`src/rtl/runlight_ctrl.sv`:
```
// runlight_ctrl: key synchroniser/debouncer, run/direction/speed mode
// registers and the step-strobe generator for the 4-LED running light.
//
// Interface semantics: there is no valid/ready handshake on this block.
// key_pulse[i] and tick are single-cycle strobes; a strobe is "valid" for
// exactly the one cycle it is high and the consumer cannot stall it.
// run_en, dir and speed_sel are registered levels that change only on the
// edge that raises the corresponding key_pulse bit.
module runlight_ctrl #(
    parameter int DB_CYCLES  = 1_000_000,
    parameter int BASE_TICKS = 12_500_000,
    parameter int CNT_W      = 27
) (
    input  logic       clk,
    input  logic       rst,
    input  logic [2:0] key_n,
    output logic [2:0] key_pulse,
    output logic       run_en,
    output logic       dir,
    output logic [1:0] speed_sel,
    output logic       tick
);

    localparam int              DB_W    = (DB_CYCLES > 2) ? $clog2(DB_CYCLES) : 1;
    localparam logic [DB_W-1:0] DB_LAST = DB_W'(DB_CYCLES - 1);
    localparam logic [CNT_W-1:0] BASE   = CNT_W'(BASE_TICKS);

    logic [2:0]       sync1;
    logic [2:0]       sync2;
    logic [2:0]       stable;
    logic [2:0]       stable_nxt;
    logic [2:0]       press;
    logic [DB_W-1:0]  db_cnt     [3];
    logic [DB_W-1:0]  db_cnt_nxt [3];
    logic [CNT_W-1:0] step_cnt;
    logic [CNT_W-1:0] period_last;
    logic             restart;

    // Two-flop synchroniser for the asynchronous keys; released (1) at reset.
    always_ff @(posedge clk) begin
        if (rst) begin
            sync1 <= '1;
            sync2 <= '1;
        end else begin
            sync1 <= key_n;
            sync2 <= sync1;
        end
    end

    // Debounce next state: a key must disagree with its stable level for
    // DB_CYCLES consecutive samples; any agreeing sample restarts the count.
    always_comb begin
        stable_nxt = stable;
        db_cnt_nxt = '{default: '0};
        for (int i = 0; i < 3; i++) begin
            if (sync2[i] != stable[i]) begin
                if (db_cnt[i] == DB_LAST) begin
                    stable_nxt[i] = sync2[i];
                end else begin
                    db_cnt_nxt[i] = db_cnt[i] + DB_W'(1);
                end
            end
        end
        // A press is the debounced level falling 1 -> 0 on this edge.
        press = stable & ~stable_nxt;
    end

    // Debounced level and per-key qualification counters.
    always_ff @(posedge clk) begin
        if (rst) begin
            stable <= '1;
            db_cnt <= '{default: '0};
        end else begin
            stable <= stable_nxt;
            db_cnt <= db_cnt_nxt;
        end
    end

    // Press strobes and mode registers, all updated on the press edge.
    always_ff @(posedge clk) begin
        if (rst) begin
            key_pulse <= '0;
            run_en    <= 1'b1;
            dir       <= 1'b0;
            speed_sel <= 2'd1;
        end else begin
            key_pulse <= press;
            if (press[0]) run_en    <= ~run_en;
            if (press[1]) dir       <= ~dir;
            if (press[2]) speed_sel <= speed_sel + 2'd1;
        end
    end

    // Terminal count of the current step period; a run or speed change
    // restarts the period so the new rate takes effect from a clean phase.
    always_comb begin
        period_last = (BASE << speed_sel) - CNT_W'(1);
        restart     = press[0] | press[2];
    end

    // Step counter and the one-cycle tick strobe.
    always_ff @(posedge clk) begin
        if (rst) begin
            step_cnt <= '0;
            tick     <= 1'b0;
        end else if (restart || !run_en) begin
            step_cnt <= '0;
            tick     <= 1'b0;
        end else if (step_cnt == period_last) begin
            step_cnt <= '0;
            tick     <= 1'b1;
        end else begin
            step_cnt <= step_cnt + CNT_W'(1);
            tick     <= 1'b0;
        end
    end

endmodule

```
`config.mk`:
```
export PLATFORM = sky130hd
export DESIGN_NAME = runlight_ctrl
export DESIGN_NICKNAME = d
export VERILOG_FILES = /design/src/rtl/runlight_ctrl.sv
export SDC_FILE = /design/constraint.sdc
export NUM_CORES = 1
export LEC_CHECK = 0
export CORE_UTILIZATION = 52
export CTS_CLUSTER_SIZE = 30
export DETAILED_ROUTE_END_ITERATION = 8
export PLACE_DENSITY = 0.69
export SLEW_MARGIN = 20
export SYNTH_ARGS = -nofsm -noshare
export SYNTH_HDL_FRONTEND = slang
export SYNTH_SLANG_ARGS = --single-unit
export TNS_END_PERCENT = 50
```
`constraint.sdc`:
```
create_clock -name clk -period 2.5 [get_ports clk]
set_input_delay 0.5 -clock clk [delete_from_list [all_inputs] [get_ports clk]]
set_output_delay 0.5 -clock clk [all_outputs]
set_load 0.02 [all_outputs]
```
==> impl_metrics.json, run 1 <==
{
  "start_util_pct": 53.6,
  "syn-instance-count": 569,
  "yosysTopAreaCell": "dfxtp_1",
  "vias": 3784,
  "wl_mm": 9.04,
  "fin_cells": 708,
  "regToRegStartpoint": "speed_sel[0]",
  "grt_pass1_wl_mm": 16.2,
  "async_flop_share_pct": 0,
  "syn_nets": 587,
  "fin_crit_sh_pct": 91.0,
  "dieArea_um2": 9920,
  "netSwitchingPower_mw": 0.654,
  "clk_latency_ns": 0.37,
  "cts.root.buffer_cell": "clkbuf_8",
  "synth_edf_count": 0,
  "crit_path_start_kind": "flop",
  "seq_area_um2": 2080,
  "min_path_type": "flop to flop",
  "layout_setup_ws_ns": 0.225,
  "wire_per_inst_um": 12.8,
  "yosysWarnings": 0,
  "clkPwrFrac_pct": 36.9,
  "relSlewSlack_pct": 56.6,
  "dp_hpwl_mm": 6.37,
  "grt_max_degree": 29,
  "die_w_um": 99.6,
  "ys_ff_latch": 104,
  "synthesis.area_um2": 4950,
  "numPortBuffers": 12,
  "grt_antenna_before_repair": 0,
  "drc": 0,
  "cp_data_required_time_ns": 2.76,
  "endpoint_kind": "flop",
  "synthDistinctLibCells": 44,
  "multiInputGateArea_um2": 2680,
  "crit_arrival_ns": 2.54,
  "status": "finished clean",
  "area_growth_pct": 8.28,
  "tns_ns": 0,
  "synthTopCellsByArea": "dfxtp_1, xnor2_1, nor2_1",
  "clkTransAtPathRegs_ns": 0.10,
  "finalSetupViolations": 0,
  "cts_setup_buffers": 0,
  "io_pins": 13,
  "seq_area_frac_synth_pct": 42.0,
  "coreArea_um2": 9240,
  "clock_sinks": 104,
  "post-place-cells": 692,
  "drtIter0Drc": 161,
  "syn_avg_cell_area_um2": 8.71,
  "cts_hold_buffers": 0,
  "finalHoldViolCount": 0,
  "swShare_pct": 24.0,
  "crit_start": "speed_sel[0]",
  "ir_worst_vdd_v": 0.000317,
  "grt_usage_pct": 20.1,
  "p_leak_nw": 1.66,
  "antenna_left": 0,
  "globalRouteOverflowTotal": 0,
  "power_frac_seq_pct": 61.4,
  "synth_ff_type": "dfxtp_1",
  "slew_violations": 0,
  "pre_cts_ws_ns": 0.262,
  "synth_common_cells": "dfxtp_1, nor2_1, xnor2_1",
  "dieHeight_um": 99.6,
  "p_comb_share_pct": 1.7,
  "clock_path_buffers": 2,
  "rsz0062_at_grt": "no",
  "viasPerCell": 5.34,
  "cts_tree": "built",
  "critical_path_class": "flop to flop",
  "numCtsBuffers": 9,
  "rows": 35,
  "synth.most_common_cell": "dfxtp_1",
  "worst_pin_slew_ns": 0.651,
  "intPower_mw": 2.07,
  "diodes": 0,
  "yosysTopAreaCellShare_pct": 42.0,
  "hp-start": "sync1[2]",
  "ctsResizeCount": 0,
  "cap_viol_max_count": 0,
  "skew_ns": 0.0116,
  "fmax_ghz": 0.440,
  "power_density_nw_per_um2": 507,
  "final_nets": 592,
  "drive_gt1_share_pct": 6.22,
  "critPathMaxFanout": 25,
  "detail_route.first_pass.iterations": 4,
  "grt_pass1_vias": 3625,
  "num-fill-cells": 832,
  "h-tree-depth": 3,
  "post-route-min-period_ns": 2.27,
  "gp_congestion": 0.819
}
## flip-flops by register name, summed over array words and instances, names as in the netlist
signal / cells
stable: 3
dir: 1
speed_sel: 2
sync1: 3
run_en: 1
db_cnt: 60
key_pulse: 3
tick: 1
sync2: 3
step_cnt: 27
## cells by family after synthesis
logic type	Yosys count	synth area share, %
compound gates	14	1.72
xor+xnor	92	16.3
fa+ha+maj	13	3.28
buf+inv	40	3.84
flops	104	42.0
mux	3	0.606
simple gates	303	32.3
## path summary, 6_finish.rpt
path	slack, ns	cells past startpoint	to
min reg2reg	0.42	1	sync2[2]
max reg2reg	0.23	10	step_cnt[22]
min	0.42	1	sync2[2]
max	0.23	10	step_cnt[22]
## area by class of cell
class	instances	area share [%]
inverters	16	1.12
multi-input cells	425	50.0
clock buffers	9	2.31
flip-flops and latches	104	38.8
well taps	129	3.01
repair buffers	18	3.54
clock inverters	7	1.21
## critical path: stages, from the launching register on
cell and delay, ns:
dfxtp_1 0.32, inv_1 0.13, ha_1 0.31, inv_1 0.07, ha_1 0.20, or3b_2 0.19
a21oi_1 0.06, or3_1 0.39, nor4_4 0.22, buf_12 0.21, nor3_1 0.07
## metrics by stage
step                hold slack [ns]  total power [mW]  utilization (%)  area [um^2]
global placement              0.393              1.76             56.0         5180
detailed placement            0.399              1.76             56.0         5180
global route                  0.444              2.83             58.1         5370
CTS                           0.424              2.76             58.1         5370
floorplan                     0.389              1.75                -         4950
finish                        0.423              2.72             58.1         5370
## power by group through the flow
stage	Sequential, mW	Combinational (mW)	Clock (mW)
5_1_grt	1.67	0.0511	1.10
2_1_floorplan	1.71	0.0360	0
3_5_place_dp	1.71	0.0465	0
6_report	1.67	0.0460	1.00
3_3_place_gp	1.71	0.0456	0
4_1_cts	1.67	0.0466	1.04
## layout by cell type, fill, tap and decap left out, types with 5 or more instances in the layout
| cell type | Yosys | routed |
|---|---|---|
| a21oi_1 | 5 | 5 |
| and3_1 | 13 | 13 |
| and4_1 | 9 | 9 |
| clkbuf_8 | 0 | 9 |
| clkdlybuf4s50_1 | 0 | 12 |
| dfxtp_1 | 104 | 104 |
| ha_1 | 13 | 13 |
| inv_1 | 16 | 16 |
| nand2_1 | 32 | 32 |
| nand2b_1 | 8 | 8 |
| nand3_1 | 32 | 32 |
| nand4_1 | 25 | 25 |
| nor2_1 | 87 | 87 |
| nor3_1 | 41 | 41 |
| nor4_1 | 12 | 12 |
| or2_2 | 7 | 7 |
| or3_1 | 9 | 9 |
| xnor2_1 | 56 | 56 |
| xor2_1 | 36 | 36 |
## routing by layer
metal  track usage, %  up-vias  part of all wire (%)
met5                0        -                     0
met4             7.24        0                   1.8
met3             4.71       16                   2.9
met2             33.3       50                    47
met1             25.5     1764                    48
li1                 -     1954                     -
Note: power is estimated with default switching activity, not from simulation.
==> run 2, diff against run 1 <==
--- a/config.mk
+++ b/config.mk
@@ -8,7 +8,7 @@
 export CORE_UTILIZATION = 52
 export CTS_CLUSTER_SIZE = 30
 export DETAILED_ROUTE_END_ITERATION = 8
-export PLACE_DENSITY = 0.69
+export PLACE_DENSITY = 0.75
 export SLEW_MARGIN = 20
 export SYNTH_ARGS = -nofsm -noshare
 export SYNTH_HDL_FRONTEND = slang
==> impl_metrics.json, run 2 (synthesized netlist as in run 1, its figures left out) <==
{
  "power_density_nw_per_um2": 508,
  "total_power_mw": 2.73,
  "grt_pass1_vias": 3647,
  "num-fill-cells": 828,
  "grt.met3_usage_pct": 3.58,
  "regToRegStartpoint": "speed_sel[0]",
  "skew_ns": 0.0151,
  "clock_path_buffers": 2,
  "layout.cells.most_common_list": "dfxtp_1, nor2_1, xnor2_1",
  "whs_ns": 0.415,
  "clk_latency_ns": 0.37,
  "coreArea_um2": 9240,
  "rsz0062_at_grt": "no",
  "cp_data_required_time_ns": 2.78,
  "vias": 3797,
  "status": "finished clean",
  "top_regs": "db_cnt (60), step_cnt (27)",
  "drtIter0Drc": 130,
  "grt_antenna_before_repair": 0,
  "hp-start": "sync1[1]",
  "endpoint_kind": "flop",
  "worstHoldPathCells": 1,
  "fmax_ghz": 0.425,
  "wl_mm": 9.16,
  "relSlewSlack_pct": 56.2,
  "cap_viol_max_count": 0,
  "cts_setup_buffers": 0,
  "globalRouteOverflowTotal": 0,
  "crit_path_start_kind": "flop",
  "h-tree-depth": 3,
  "rows": 35,
  "die_w_um": 99.6,
  "clock_sinks": 104,
  "drc": 0,
  "dieHeight_um": 99.6,
  "diodes": 0,
  "grt_max_degree": 26,
  "crit_arrival_ns": 2.63,
  "regMostFlops": "db_cnt",
  "wire_per_inst_um": 12.9,
  "p_leak_nw": 1.68,
  "finalHoldViolCount": 0,
  "tns_ns": 0,
  "numCtsBuffers": 9,
  "min_path_type": "flop to flop",
  "slew_violations": 0,
  "crit_start": "speed_sel[0]",
  "fin_crit_sh_pct": 94.2,
  "post-route-min-period_ns": 2.36,
  "detail_route.first_pass.iterations": 4,
  "final_nets": 594,
  "r2r_slack_ns": 0.14,
  "io_pins": 13,
  "grt_usage_pct": 20.3,
  "grt_pass1_wl_mm": 16.2,
  "ir_worst_vdd_v": 0.000300,
  "numPortBuffers": 12,
  "antenna_left": 0,
  "gr-max-usage-layer": "met2",
  "final_common_cell": "dfxtp_1",
  "finalSetupViolations": 0,
  "use_met1_pct": 25.5,
  "critical_path_class": "flop to flop",
  "start_util_pct": 53.6,
  "cts.root.buffer_cell": "clkbuf_8",
  "dp_hpwl_mm": 6.59,
  "area_growth_pct": 8.26,
  "cts_tree": "built",
  "r2r_cells": 8,
  "critPathMaxFanout": 6,
  "drive_gt1_share_pct": 6.71,
  "largest_reg_flops": 60,
  "dieArea_um2": 9920,
  "worst_pin_slew_ns": 0.657,
  "clkTransAtPathRegs_ns": 0.11,
  "viasPerCell": 5.35,
  "gp_congestion": 0.840,
  "use_met2_pct": 34.9
}
==> run 2: cell type report <==
class	count	area (um^2)	area share, %
clock inverter	6	61.3	1.14
tap	129	161	3.01
clock buffer	10	128	2.38
sequential	104	2080	38.8
multi-input combinational	425	2690	50.2
inverter	16	60.1	1.12
timing repair buffer	20	180	3.36
==> run 2: worst max-delay path, stage by stage, from the launching register on <==
cell	delay [ns]
dfxtp_1	0.33
inv_1	0.14
ha_2	0.28
inv_1	0.06
ha_1	0.28
xor2_1	0.21
nand4_1	0.12
or4_1	0.54
nor4_2	0.30
==> run 2: worst paths after layout <==
path                                 end
worst max-delay path                tick
worst min-delay path            sync2[1]
worst max register to register      tick
worst min register to register  sync2[1]
==> run 2: through the flow <==
| stage | utilization, % | instance area [um^2] | setup WS [ns] | std cells |
|---|---|---|---|---|
| 2_1_floorplan | - | 4950 | 0.0527 | 569 |
| 3_3_place_gp | 55.9 | 5170 | 0.101 | 694 |
| 3_5_place_dp | 55.9 | 5170 | 0.0769 | 694 |
| 4_1_cts | 58.0 | 5360 | 0.0286 | 710 |
| 5_1_grt | 58.1 | 5360 | 0.0194 | 710 |
| 6_report | 58.1 | 5360 | 0.145 | 710 |
==> run 2: per-layer routing <==
layer / vias to the layer above / wire, um
li1: 1959 / -
met1: 1786 / 4310
met2: 42 / 4490
met3: 10 / 225
met4: 0 / 136
met5: - / 0
==> run 2: what timing repair did <==
| action | CTS | global route |
|---|---|---|
| hold buffers | 0 | 0 |
| setup endpoints to repair | 0 | 26 |
| gates resized for setup | 0 | 2 |
==> run 2: where the power goes <==
part	total, mW	switching [mW]	internal (mW)	leakage [nW]
sequential	1.67	0.00692	1.67	0.840
combinational	0.0458	0.0252	0.0207	0.740
clock	1.01	0.618	0.389	0.0974
